### config.mk
export PLATFORM = sky130hd
export DESIGN_NAME = branch_resolve_unit
export DESIGN_NICKNAME = d
export VERILOG_FILES = /design/src/rtl/branch_resolve_unit.sv
export SDC_FILE = /design/constraint.sdc
export NUM_CORES = 1
export LEC_CHECK = 0
export CAP_MARGIN = 10
export CORE_ASPECT_RATIO = 0.5
export CORE_MARGIN = 2
export CORE_UTILIZATION = 51
export DETAILED_ROUTE_END_ITERATION = 8
export PLACE_DENSITY_LB_ADDON = 0.05
export SETUP_SLACK_MARGIN = 0.1
export SYNTH_ARGS = -nofsm -noshare
export SYNTH_HDL_FRONTEND = slang
export SYNTH_SLANG_ARGS = --single-unit
### constraint.sdc
create_clock -name clk -period 4.7 [get_ports clk]
set_clock_uncertainty 0.05 [all_clocks]
set_input_delay 0.94 -clock clk [delete_from_list [all_inputs] [get_ports clk]]
set_output_delay 0.94 -clock clk [all_outputs]
set_load 0.1 [all_outputs]
### src/rtl/branch_resolve_unit.sv
// branch_resolve_unit: ID-stage resolution of RV64 conditional branches, JAL and JALR.
// It holds a PC-indexed 2-bit branch history table that fetch reads for predictions.
// It also drives a flush/redirect that lasts a fixed number of cycles and keeps
// saturating performance counters.
module branch_resolve_unit #(
  parameter int DATA_W    = 64,
  parameter int BHT_DEPTH = 16,
  parameter int FLUSH_LEN = 1,
  parameter int CNT_W     = 32
) (
  input  logic              clk,
  input  logic              rst,
  input  logic [DATA_W-1:0] fetch_pc,
  output logic              pred_taken,
  input  logic              valid_in,
  input  logic [6:0]        opcode,
  input  logic [2:0]        funct3,
  input  logic [DATA_W-1:0] data1,
  input  logic [DATA_W-1:0] data2,
  input  logic [DATA_W-1:0] pc_in,
  input  logic [DATA_W-1:0] imm,
  input  logic              pred_taken_in,
  output logic              flush_o,
  output logic [DATA_W-1:0] redirect_pc_o,
  output logic              taken_o,
  output logic [CNT_W-1:0]  br_cnt_o,
  output logic [CNT_W-1:0]  mispred_cnt_o
);

  localparam int IDX_W = $clog2(BHT_DEPTH);
  localparam int FC_W  = (FLUSH_LEN > 1) ? $clog2(FLUSH_LEN) : 1;

  localparam logic [6:0] OP_BRANCH = 7'b1100011;
  localparam logic [6:0] OP_JAL    = 7'b1101111;
  localparam logic [6:0] OP_JALR   = 7'b1100111;

  typedef enum logic {S_IDLE, S_FLUSH} state_t;

  state_t            r_state;
  logic [FC_W-1:0]   r_fcnt;
  logic              r_flush;
  logic [DATA_W-1:0] r_redirect;
  logic              r_taken;
  logic [CNT_W-1:0]  r_br_cnt;
  logic [CNT_W-1:0]  r_mis_cnt;
  logic [1:0]        r_bht [BHT_DEPTH];

  logic              w_is_br;
  logic              w_is_jal;
  logic              w_is_jalr;
  logic              w_accept;
  logic              w_legal;
  logic              w_eq;
  logic              w_slt;
  logic              w_ult;
  logic              w_cond;
  logic              w_taken;
  logic              w_flush;
  logic [DATA_W-1:0] w_target;
  logic [DATA_W-1:0] w_pc_plus4;
  logic [DATA_W-1:0] w_br_tgt;
  logic [DATA_W-1:0] w_jalr_sum;
  logic              w_bht_we;
  logic [IDX_W-1:0]  w_upd_idx;
  logic [IDX_W-1:0]  w_rd_idx;
  logic [1:0]        w_bht_next [BHT_DEPTH];
  logic              w_unused;

  assign w_is_br   = (opcode == OP_BRANCH);
  assign w_is_jal  = (opcode == OP_JAL);
  assign w_is_jalr = (opcode == OP_JALR);
  // Instructions that arrive while a flush is in progress are on the wrong path, so only IDLE accepts.
  assign w_accept  = (r_state == S_IDLE) && valid_in && (w_is_br || w_is_jal || w_is_jalr);
  // funct3 values 010 and 011 are the two illegal branch encodings.
  assign w_legal   = (funct3[2:1] != 2'b01);

  assign w_eq       = (data1 == data2);
  assign w_slt      = ($signed(data1) < $signed(data2));
  assign w_ult      = (data1 < data2);
  assign w_pc_plus4 = pc_in + DATA_W'(4);
  assign w_br_tgt   = pc_in + imm;
  assign w_jalr_sum = data1 + imm;

  assign w_upd_idx  = pc_in[IDX_W+1:2];
  assign w_rd_idx   = fetch_pc[IDX_W+1:2];
  assign w_bht_we   = w_accept && w_is_br && w_legal;

  // Fetch sees the registered table, so a same-cycle update shows up only on the next cycle.
  assign pred_taken = r_bht[w_rd_idx][1];

  assign w_unused = ^{fetch_pc[DATA_W-1:IDX_W+2], fetch_pc[1:0], w_jalr_sum[0]};

  // Branch condition; illegal encodings resolve as not taken.
  always_comb begin
    w_cond = 1'b0;
    case (funct3)
      3'b000:  w_cond = w_eq;
      3'b001:  w_cond = !w_eq;
      3'b100:  w_cond = w_slt;
      3'b101:  w_cond = !w_slt;
      3'b110:  w_cond = w_ult;
      3'b111:  w_cond = !w_ult;
      default: w_cond = 1'b0;
    endcase
  end

  // Resolved outcome, flush decision and redirect target of the ID-stage op.
  always_comb begin
    w_taken  = 1'b0;
    w_flush  = 1'b0;
    w_target = w_pc_plus4;
    if (w_is_br) begin
      w_taken = w_legal && w_cond;
      if (w_legal) begin
        w_flush  = (w_cond != pred_taken_in);
        w_target = w_cond ? w_br_tgt : w_pc_plus4;
      end else begin
        w_flush  = pred_taken_in;
        w_target = w_pc_plus4;
      end
    end else if (w_is_jal) begin
      w_taken  = 1'b1;
      w_flush  = !pred_taken_in;
      w_target = w_br_tgt;
    end else if (w_is_jalr) begin
      w_taken  = 1'b1;
      w_flush  = 1'b1;
      w_target = {w_jalr_sum[DATA_W-1:1], 1'b0};
    end
  end

  // Per-entry next value: a saturating 2-bit counter step on the addressed entry.
  for (genvar gi = 0; gi < BHT_DEPTH; gi++) begin : g_bht
    logic w_hit;
    assign w_hit = w_bht_we && (w_upd_idx == IDX_W'(gi));
    assign w_bht_next[gi] = !w_hit ? r_bht[gi] :
                            w_taken ? ((r_bht[gi] == 2'b11) ? 2'b11 : r_bht[gi] + 2'd1) :
                                      ((r_bht[gi] == 2'b00) ? 2'b00 : r_bht[gi] - 2'd1);
  end

  // BHT storage; reset returns every entry to weakly not-taken.
  always_ff @(posedge clk) begin
    for (int i = 0; i < BHT_DEPTH; i++) begin
      r_bht[i] <= rst ? 2'b01 : w_bht_next[i];
    end
  end

  // Control FSM: accept in IDLE, hold flush/redirect for FLUSH_LEN cycles in FLUSH.
  always_ff @(posedge clk) begin
    if (rst) begin
      r_state    <= S_IDLE;
      r_fcnt     <= '0;
      r_flush    <= 1'b0;
      r_redirect <= '0;
      r_taken    <= 1'b0;
      r_br_cnt   <= '0;
      r_mis_cnt  <= '0;
    end else begin
      case (r_state)
        S_IDLE: begin
          if (w_accept) begin
            r_taken <= w_taken;
            if (w_bht_we && (r_br_cnt != '1)) r_br_cnt <= r_br_cnt + CNT_W'(1);
            if (w_flush) begin
              r_state    <= S_FLUSH;
              r_flush    <= 1'b1;
              r_redirect <= w_target;
              r_fcnt     <= FC_W'(FLUSH_LEN - 1);
              if (w_bht_we && (r_mis_cnt != '1)) r_mis_cnt <= r_mis_cnt + CNT_W'(1);
            end
          end
        end
        S_FLUSH: begin
          if (r_fcnt == '0) begin
            r_state <= S_IDLE;
            r_flush <= 1'b0;
          end else begin
            r_fcnt <= r_fcnt - FC_W'(1);
          end
        end
        default: begin
          r_state <= S_IDLE;
          r_flush <= 1'b0;
        end
      endcase
    end
  end

  assign flush_o       = r_flush;
  assign redirect_pc_o = r_redirect;
  assign taken_o       = r_taken;
  assign br_cnt_o      = r_br_cnt;
  assign mispred_cnt_o = r_mis_cnt;

endmodule

## Yosys cells after proc, flatten, opt, wreduce, memory -nomap -nowiden

Memories as Yosys holds them, arrays and structs flattened.
Index checks and enable logic that the tools add are counted.

| word-level totals | value |
|---|---|
| register bits | 132 |
| latch bits | 0 |
| RAM bits | 32 |
| memory bits (read-only) | 0 |
| input bits | 334 |
| output and inout bits | 131 |
| memories kept | 1 |

Memory list:

| memory | words | width | read ports | clocked after memory_dff | wr ports | line | RTL |
|---|---|---|---|---|---|---|---|
| r_bht | 16 | 2 | 17 | 0 | 16 | 46 | `logic [1:0] r_bht [BHT_DEPTH];` |

| operators by class | value |
|---|---|
| add/sub/neg operators | 38 |
| $mul | 0 |
| div/mod/pow operators | 0 |
| $lt $le $gt $ge | 2 |
| eq/ne operators | 47 |
| shifts and indexed selects | 0 |
| mux-type cells | 104 |
| bitwise operators | 1 |
| reductions and logical operators | 53 |

Operators with widths:

| cell | count |
|---|---|
| $mux 64 | 5 |
| $mux 2 | 80 |
| $add 64x64->64 | 2 |
| $lt 64x64->1 | 2 |
| $add 32x1->32 const B | 2 |
| $add 64x3->64 const B | 1 |
| $eq 64x64->1 | 1 |
| $ne 32x32->1 const B | 2 |
| $add 2x1->2 const B | 16 |
| $eq 2x2->1 const B | 16 |
| $eq 4x4->1 const B | 8 |
| $logic_not 2->1 | 16 |
| $sub 2x1->2 const B | 16 |
| $logic_and 1x1->1 | 23 |
| $eq 7x7->1 const B | 3 |
| $eq 4x3->1 const B | 4 |
| $mux 1 | 15 |
| $eq 3x3->1 const B | 4 |
| $reduce_and 3->1 | 3 |
| $eq 4x2->1 const B | 2 |
| $ne 2x2->1 const B | 3 |
| $pmux 1 s2 | 3 |
| $pmux 1 s6 | 1 |
| $eq 4x1->1 const B | 1 |
| other kinds (11) | 16 |

## Depth between registers and ports, before layout

Gate-level depths: netlist of the first run.

| logic depth | value |
|---|---|
| depth after elaboration | 9 |
| depth in mapped cells | 16 |

## Worst setup path before layout of the first run

No wires, ideal clock.

| path | value |
|---|---|
| path kind | input-to-reg |
| from | in data2[45] |
| to | reg r_mis_cnt[28] (netlist: mispred_cnt_o[28]) |
| setup time | 70 ps |
| data arrival time | 3,904 ps |
| slack | 675 ps |
| stages | 15 |
| path buffers | 2 |
| cell sequence | inv_1 > ha_1 > a21o_1 > a21oi_1 > o221ai_1 > a221o_1 > a211o_1 > or3_4 > nand4_2 > and3_1 > buf_4 > o21ai_4 > buf_6 > or4_1 > a21oi_1 |

| on the way | value |
|---|---|
| cells in the longest elaborated chain, start to end | 7 |
| elaborated cells between the ends (all ways) | 11 |
| classes of those cells | order compare (2); eq/ne (2); mux (3); reduce/logical (4) |

Ends and longest elaborated chain:

| element | line | RTL |
|---|---|---|
| from (decl) | 19 | `input logic [DATA_W-1:0] data2,` |
| $lt 64x64->1 (tied with other cells) | 79 | `assign w_ult = (data1 < data2);` |
| $logic_not 1->1 (on tied branches) | 102, 100, 98 |  |
| $pmux 1 s6 (*) | 96 | `case (funct3)` |
| $ne 1x1->1 (*) | 115 | `w_flush = (w_cond != pred_taken_in);` |
| $mux 1 (*) | 114 | `if (w_legal) begin` |
| $mux 1 (*) | 112 | `if (w_is_br) begin` |
| $reduce_and 4->1 (no source line) (*) | n/a |  |
| to (signal assigned) | 169 | `if (w_bht_we && (r_mis_cnt != '1)) r_mis_cnt <= r_mis_cnt + CNT_W'(1);` |
| to (decl) | 45 | `logic [CNT_W-1:0] r_mis_cnt;` |

Mark *: on every way between the ends. The rest lies on a longest branch, timed or not.
A chain may end at the register's enable or synchronous reset.

## Final worst setup path of the first run

| path | value |
|---|---|
| from | in data2[19] |
| to | reg r_redirect[34] (netlist: redirect_pc_o[34]) |

| on the way | value |
|---|---|
| cells in the longest elaborated chain, start to end | 7 |
| elaborated cells between the ends (all ways) | 14 |
| classes of those cells | order compare (2); eq/ne (2); mux (6); reduce/logical (4) |

Ends and longest elaborated chain:

| element | line | RTL |
|---|---|---|
| $lt 64x64->1 (tied with other cells) | 79 |  |
| $logic_not 1->1 (on tied branches) | 102, 100, 98 |  |
| $pmux 1 s6 (*) | 96 |  |
| $ne 1x1->1 | 115 |  |
| $mux 1 | 114 |  |
| $mux 1 | 112 |  |
| $reduce_and 3->1 (no source line) | n/a |  |
| to (signal assigned) | 167 | `r_redirect <= w_target;` |
| to (decl) | 42 | `logic [DATA_W-1:0] r_redirect;` |

Marked as above.

==> impl_metrics.yaml, run 1 <==
clock_network:
  cts_hold_buf: 0
  insertion_delay_ns: 0.45
  cts_tree: "built"
  cts_root_buffer: "clkbuf_16"
  cts_max_level: 4
  cts_buffers: 17
  clock_path_buffers: 2
  clock-sinks: 163
  clkSlewWorstSetupHoldPaths_ns: 0.08
grt:
  grt_overflow: 0
  grt_pass1_wl_um: 110000
  grt.total_usage_pct: 37.4
  grt_pass1_vias: 20700
  antenna_found_initial: 3
  grt_max_degree: 73
setup_path:
  startpoint_type: "primary input"
  worstPathArrival_ns: 5.00
  critPathMaxFanout: 12
  path_class: "primary input to register"
  regToRegSetupSlack_ns: 1.21
  cp_data_required_time_ns: 5.03
  rr_worst_depth: 11
  r2r_end: "mispred_cnt_o[15]$_SDFFE_PP0P_"
  critPathCaptureType: "register"
  rr_startpoint: "mispred_cnt_o[3]$_SDFFE_PP0P_"
floorplanning:
  initial_core_util_pct: 52.4
  core_mm2: 0.0349
  num_io_pins: 465
  die_x_um: 272
  placementRows: 48
  die_area_mm2: 0.0375
  die_h_um: 138
yosys:
  syn_area_mm2: 0.0183
  ys_ff_latch: 163
  yosysSeqAreaShare_pct: 17.9
  syn_inst: 2512
  syn-mean-instance-area_um2: 7.28
  yosys_warnings: 0
  syn_nets: 3043
  async_flop_share_pct: 0
  synth_edf_count: 0
  synth_cell_types: 81
  ys.flop_type: "dfxtp_1"
min_path:
  hold-path-cell-count: 2
  whs_endpoint: "redirect_pc_o[30]$_SDFFE_PP0P_"
  hp-class: "register to register"
  hold_start: "redirect_pc_o[30]$_SDFFE_PP0P_"
timing:
  finalHoldViolations: 0
  layout_min_cycle_time_ns: 4.67
  relSlewSlack_pct: 25.5
  worst_slew_pin_slew_ns: 1.11
  rsz0062_at_grt: "true"
  period_share_pct: 99.4
  tns_ns: 0
  setup_viol: 0
  max_freq_mhz: 214
  final_max_slew_viol_count: 0
final_layout:
  fin_area_mm2: 0.0265
  fin_util_pct: 75.9
  syn_to_final_growth_pct: 44.8
  layout-drive-gt1-share_pct: 15.5
  final_cell_mix: "buf_4, clkdlybuf4s50_1, a21oi_1"
  layout.nets: 3704
  final_common_cell: "buf_4"
routing:
  drtIter0Drc: 2594
  vias_per_cell: 6.20
  via_count: 22700
  wl_per_cell_um: 20.5
  dr.pass1.iters: 8
  ant_nets: 0
  wl_um: 75300
  drc: 0
status:
  status: "complete, no violations"
pwr:
  ir_drop_uv: 205
  leakagePower_nw: 11.4
  cellPowerDensity_mw_per_mm2: 193
job:
  maxCapViolCount: 0
placed_design:
  gp_congestion: 1.11
  placed_area_mm2: 0.0251
  io_buffers: 404
  hpwl_um: 59600
worst max-delay path by stage:
stage	startpoint	endpoint	slack (ns)
3_3_place_gp	data2[49]	redirect_pc_o[34]$_SDFFE_PP0P_	-0.53
4_1_cts	data2[53]	redirect_pc_o[34]$_SDFFE_PP0P_	0.003
3_5_place_dp	data2[59]	redirect_pc_o[34]$_SDFFE_PP0P_	-0.61
5_1_grt	data1[17]	redirect_pc_o[34]$_SDFFE_PP0P_	-0.07
2_1_floorplan	data2[45]	mispred_cnt_o[28]$_SDFFE_PP0P_	0.68
6_report	data2[19]	redirect_pc_o[34]$_SDFFE_PP0P_	0.03
area by class of cell:
type / count / area (um2)
Sequential cell: 163 / 3260
Multi-Input combinational cell: 2110 / 14500
Tap cell: 475 / 594
Timing Repair Buffer: 760 / 6960
Antenna cell: 5 / 12.5
Inverter: 121 / 454
Clock buffer: 17 / 425
Fill cell: 2790 / 8430
Clock inverter: 15 / 211
kinds of logic (layout without fill, tap and decap cells):
logic type	after synthesis	after routing	synth area share (%)
xor gates and xnor gates	202	202	9.68
muxes	23	23	1.63
DFF	163	163	17.9
and+or+nand+nor	825	825	22.0
buffers and inverters	239	913	5.05
other	0	5	0
adders and majority gates	197	197	13.6
AOI/OAI and AO/OA	863	863	30.3
registers in the layout (all words and copies together) (netlist names):
| register | count |
|---|---|
| redirect_pc_o | 64 |
| br_cnt_o | 32 |
| mispred_cnt_o | 32 |
| r_bht | 32 |
| flush_o | 1 |
| r_state | 1 |
| taken_o | 1 |
per-stage QoR:
| step | hold slack, ns | power [mW] | setup WS, ns | cells |
|---|---|---|---|---|
| after floorplan | 0.410 | 2.56 | 0.675 | 2512 |
| after global placement | 0.392 | 3.45 | -0.529 | 3614 |
| after detailed placement | 0.395 | 3.48 | -0.614 | 3614 |
| after CTS | 0.406 | 5.01 | 0.00334 | 3646 |
| after global routing | 0.425 | 5.32 | -0.0685 | 3664 |
| final | 0.409 | 5.12 | 0.0269 | 3666 |
critical path, cell delays in order:
cell and delay [ns]:
clkdlybuf4s50_1 0.47, inv_1 0.06, ha_1 0.31, a21oi_1 0.15
o21ai_0 0.10, a22oi_1 0.15, o211ai_1 0.23, a211o_4 0.46
or3_4 0.41, nand4_4 0.11, buf_6 0.12, nand2_4 0.07
buf_12 0.15, a222oi_1 0.83, buf_4 0.24, nand2_2 0.05
a21oi_2 0.12
power breakdown:
group | switching (mW) | leakage (nW) | internal, mW
Clock | 0.718 | 0.303 | 0.819
Sequential | 0.00335 | 1.31 | 1.38
Combinational | 1.18 | 9.80 | 1.01
Total | 1.90 | 11.4 | 3.22
per-layer routing:
layer / track usage, % / share of wire, %
met1: 49.5 / 41
met5: 0 / 0
met4: 13.8 / 4.0
met2: 60.7 / 45
met3: 7.46 / 10
synth_stat cells, drive strengths merged, types with 27 or more instances:
cell	instances	share of area (%)
nand3	88	2.4
or3	39	1.4
a21oi	263	7.2
xnor2	112	5.4
nand4	68	2.4
dfxtp	163	18
a31oi	27	0.96
xor2	90	4.3
clkbuf	104	2.1
nand2	232	4.8
o211ai	36	1.5
nor3	49	1.4
inv	121	2.5
o22ai	28	0.96
nor2	199	4.1
a21o	103	4.2
o21ai	178	4.9
ha	195	13
timing repair:
| action | in CTS | in global routing |
|---|---|---|
| setup buffers | 0 | 16 |
| resized for setup | 7 | 126 |
| endpoints found under the hold margin | 0 | 0 |
| setup endpoints to repair | 5 | 79 |
| pin swaps | 4 | 31 |
Power figures use the tool's default switching activity.
==> inputs of run 2 (changes only) <==
--- a/config.mk
+++ b/config.mk
@@ -5,9 +5,9 @@
 export SDC_FILE = /design/constraint.sdc
 export NUM_CORES = 1
 export LEC_CHECK = 0
+export ABC_CLOCK_PERIOD_IN_PS = 4700
 export CAP_MARGIN = 10
 export CORE_ASPECT_RATIO = 0.5
-export CORE_MARGIN = 2
 export CORE_UTILIZATION = 51
 export DETAILED_ROUTE_END_ITERATION = 8
 export PLACE_DENSITY_LB_ADDON = 0.05
==> run 2 against run 1 <==
The flow now finishes with violations (setup timing). Total power is 1.6% higher. Clock power hardly changed. Critical path depth stayed put. Non-clock buffer count is 3 higher. Fmax is 2.6% lower. Largest power group unchanged. Register-to-register slack worse by 0.07 ns. Count of clock-buffer cells in the layout stayed put. Worst setup slack worse by 0.12 ns. Sequential share of layout area is 0.11 points lower. Die area is 2.2% lower. Core utilization is 0.66 points higher. Final area is 0.87% higher.
==> impl_metrics.yaml, run 2 (synthesis results as in run 1) <==
status:
  violations: "setup timing"
  status: "finished, violations left"
timing:
  timing.final.ws_setup_ns: -0.0974
  final_max_slew_viol_count: 0
  hold_ws_ns: 0.418
  finalHoldViolations: 0
  layout_min_cycle_time_ns: 4.80
  setup_viol: 1
  max_freq_mhz: 208
  worst_slew_pin_slew_ns: 1.16
  period_share_pct: 102
  rsz0062_at_grt: "true"
  relSlewSlack_pct: 22.6
final_layout:
  fill_cells: 2576
  final_common_cell: "clkdlybuf4s50_1"
  syn_to_final_growth_pct: 46.1
  fin_util_pct: 76.5
  fin_area_mm2: 0.0267
  diodes: 0
  layout-drive-gt1-share_pct: 16.0
  largest_register_ffs: 64
  layout.nets: 3707
  final_cell_mix: "clkdlybuf4s50_1, buf_4, a21oi_1"
routing:
  dr.pass1.iters: 9
  vias_per_cell: 6.26
  drc: 0
  ant_nets: 0
  via_count: 22900
  wl_um: 78600
  drtIter0Drc: 2576
  wl_per_cell_um: 21.5
job:
  maxCapViolCount: 0
grt:
  antenna_found_initial: 2
  grt_pass1_wl_um: 116000
  grt.total_usage_pct: 40.0
  grt_overflow: 0
  grt_pass1_vias: 21500
  grt_max_degree: 98
setup_path:
  critPathCaptureType: "register"
  critPathMaxFanout: 7
  startpoint_type: "primary input"
  worstPathArrival_ns: 5.14
  regToRegSetupSlack_ns: 1.14
  startpoint: "data1[24]"
  path_class: "primary input to register"
  rr_startpoint: "mispred_cnt_o[3]$_SDFFE_PP0P_"
  cp_data_required_time_ns: 5.04
clock_network:
  cts_max_level: 4
  clock_path_buffers: 2
  cts_tree: "built"
  clock-sinks: 163
  clkSlewWorstSetupHoldPaths_ns: 0.08
  cts_root_buffer: "clkbuf_16"
  cts_buffers: 17
  insertion_delay_ns: 0.46
min_path:
  hold_start: "redirect_pc_o[8]$_SDFFE_PP0P_"
  hp-class: "register to register"
floorplanning:
  die_h_um: 136
  num_io_pins: 465
  core_mm2: 0.0349
  placementRows: 48
  die_area_mm2: 0.0366
  initial_core_util_pct: 52.4
  die_x_um: 270
placed_design:
  hpwl_um: 61200
  gp_congestion: 1.09
  io_buffers: 404
  preCtsSetupSlack_ns: -0.675
  placed_area_mm2: 0.0252
pwr:
  ir_drop_uv: 245
  p_total_mw: 5.20
  cellPowerDensity_mw_per_mm2: 195
  leakagePower_nw: 11.4
==> run 2: cell count changes in the layout (fill, tap and decap cells not counted), sizes merged <==
cell           before  now
clkdlybuf4s50     346  357
dlymetal6s2s       56   45
diode               5    0
buf               358  361
==> run 2: repair_timing <==
action | CTS | global route
hold buffers | 0 | 0
pin swaps | 4 | 44
setup buffers | 2 | 12
hold endpoints to repair | 0 | 0
endpoints found under the setup margin | 59 | 68
gates resized for setup | 7 | 138
==> run 2: cell type report <==
| class | instances | area [um2] | share of cell area [%] |
|---|---|---|---|
| timing repair buffer | 763 | 7040 | 26.4 |
| inverter | 121 | 454 | 1.70 |
| clock inverter | 15 | 214 | 0.801 |
| clock buffer | 17 | 425 | 1.59 |
| multi-input combinational | 2110 | 14700 | 55.1 |
| tap | 475 | 594 | 2.23 |
| sequential | 163 | 3260 | 12.2 |
==> run 2: metrics by stage <==
stage | std cells | TNS [ns]
after detailed placement | 3618 | -49.03
after global routing | 3664 | -0.163
after floorplan | 2512 | 0
after global placement | 3618 | -40.07
after CTS | 3652 | 0
final | 3664 | -0.0974
==> run 2: path summary, 6_finish.rpt <==
path,end,depth (start not counted)
setup / recovery,redirect_pc_o[34]$_SDFFE_PP0P_,17
hold / removal,redirect_pc_o[8]$_SDFFE_PP0P_,2
setup reg to reg,mispred_cnt_o[15]$_SDFFE_PP0P_,11
hold reg to reg,redirect_pc_o[8]$_SDFFE_PP0P_,2
==> run 2: where the power goes <==
part	leakage, nW	switching (mW)	internal, mW
combinational	9.78	1.22	1.03
sequential	1.31	0.00367	1.38
clock	0.305	0.732	0.821
total	11.4	1.96	3.24
==> run 2: per-layer routing <==
metal | part of all wire, % | GRT usage, % | wire, um
met1 | 41 | 52.0 | 32200
met2 | 45 | 65.4 | 35100
met3 | 11 | 9.18 | 8400
met4 | 3.7 | 13.5 | 2910
met5 | 0.084 | 0 | 66
==> run 2: critical path, stage by stage <==
cell	delay (ns)
clkdlybuf4s50_1	0.47
ha_1	0.31
nand4_1	0.14
nor4_1	0.39
buf_4	0.20
nand4_1	0.11
buf_6	0.16
or3_4	0.40
a211oi_4	0.24
nand2_1	0.13
buf_6	0.20
and3_4	0.18
buf_12	0.14
a222oi_1	0.72
buf_4	0.23
nand2_2	0.05
a21oi_2	0.11
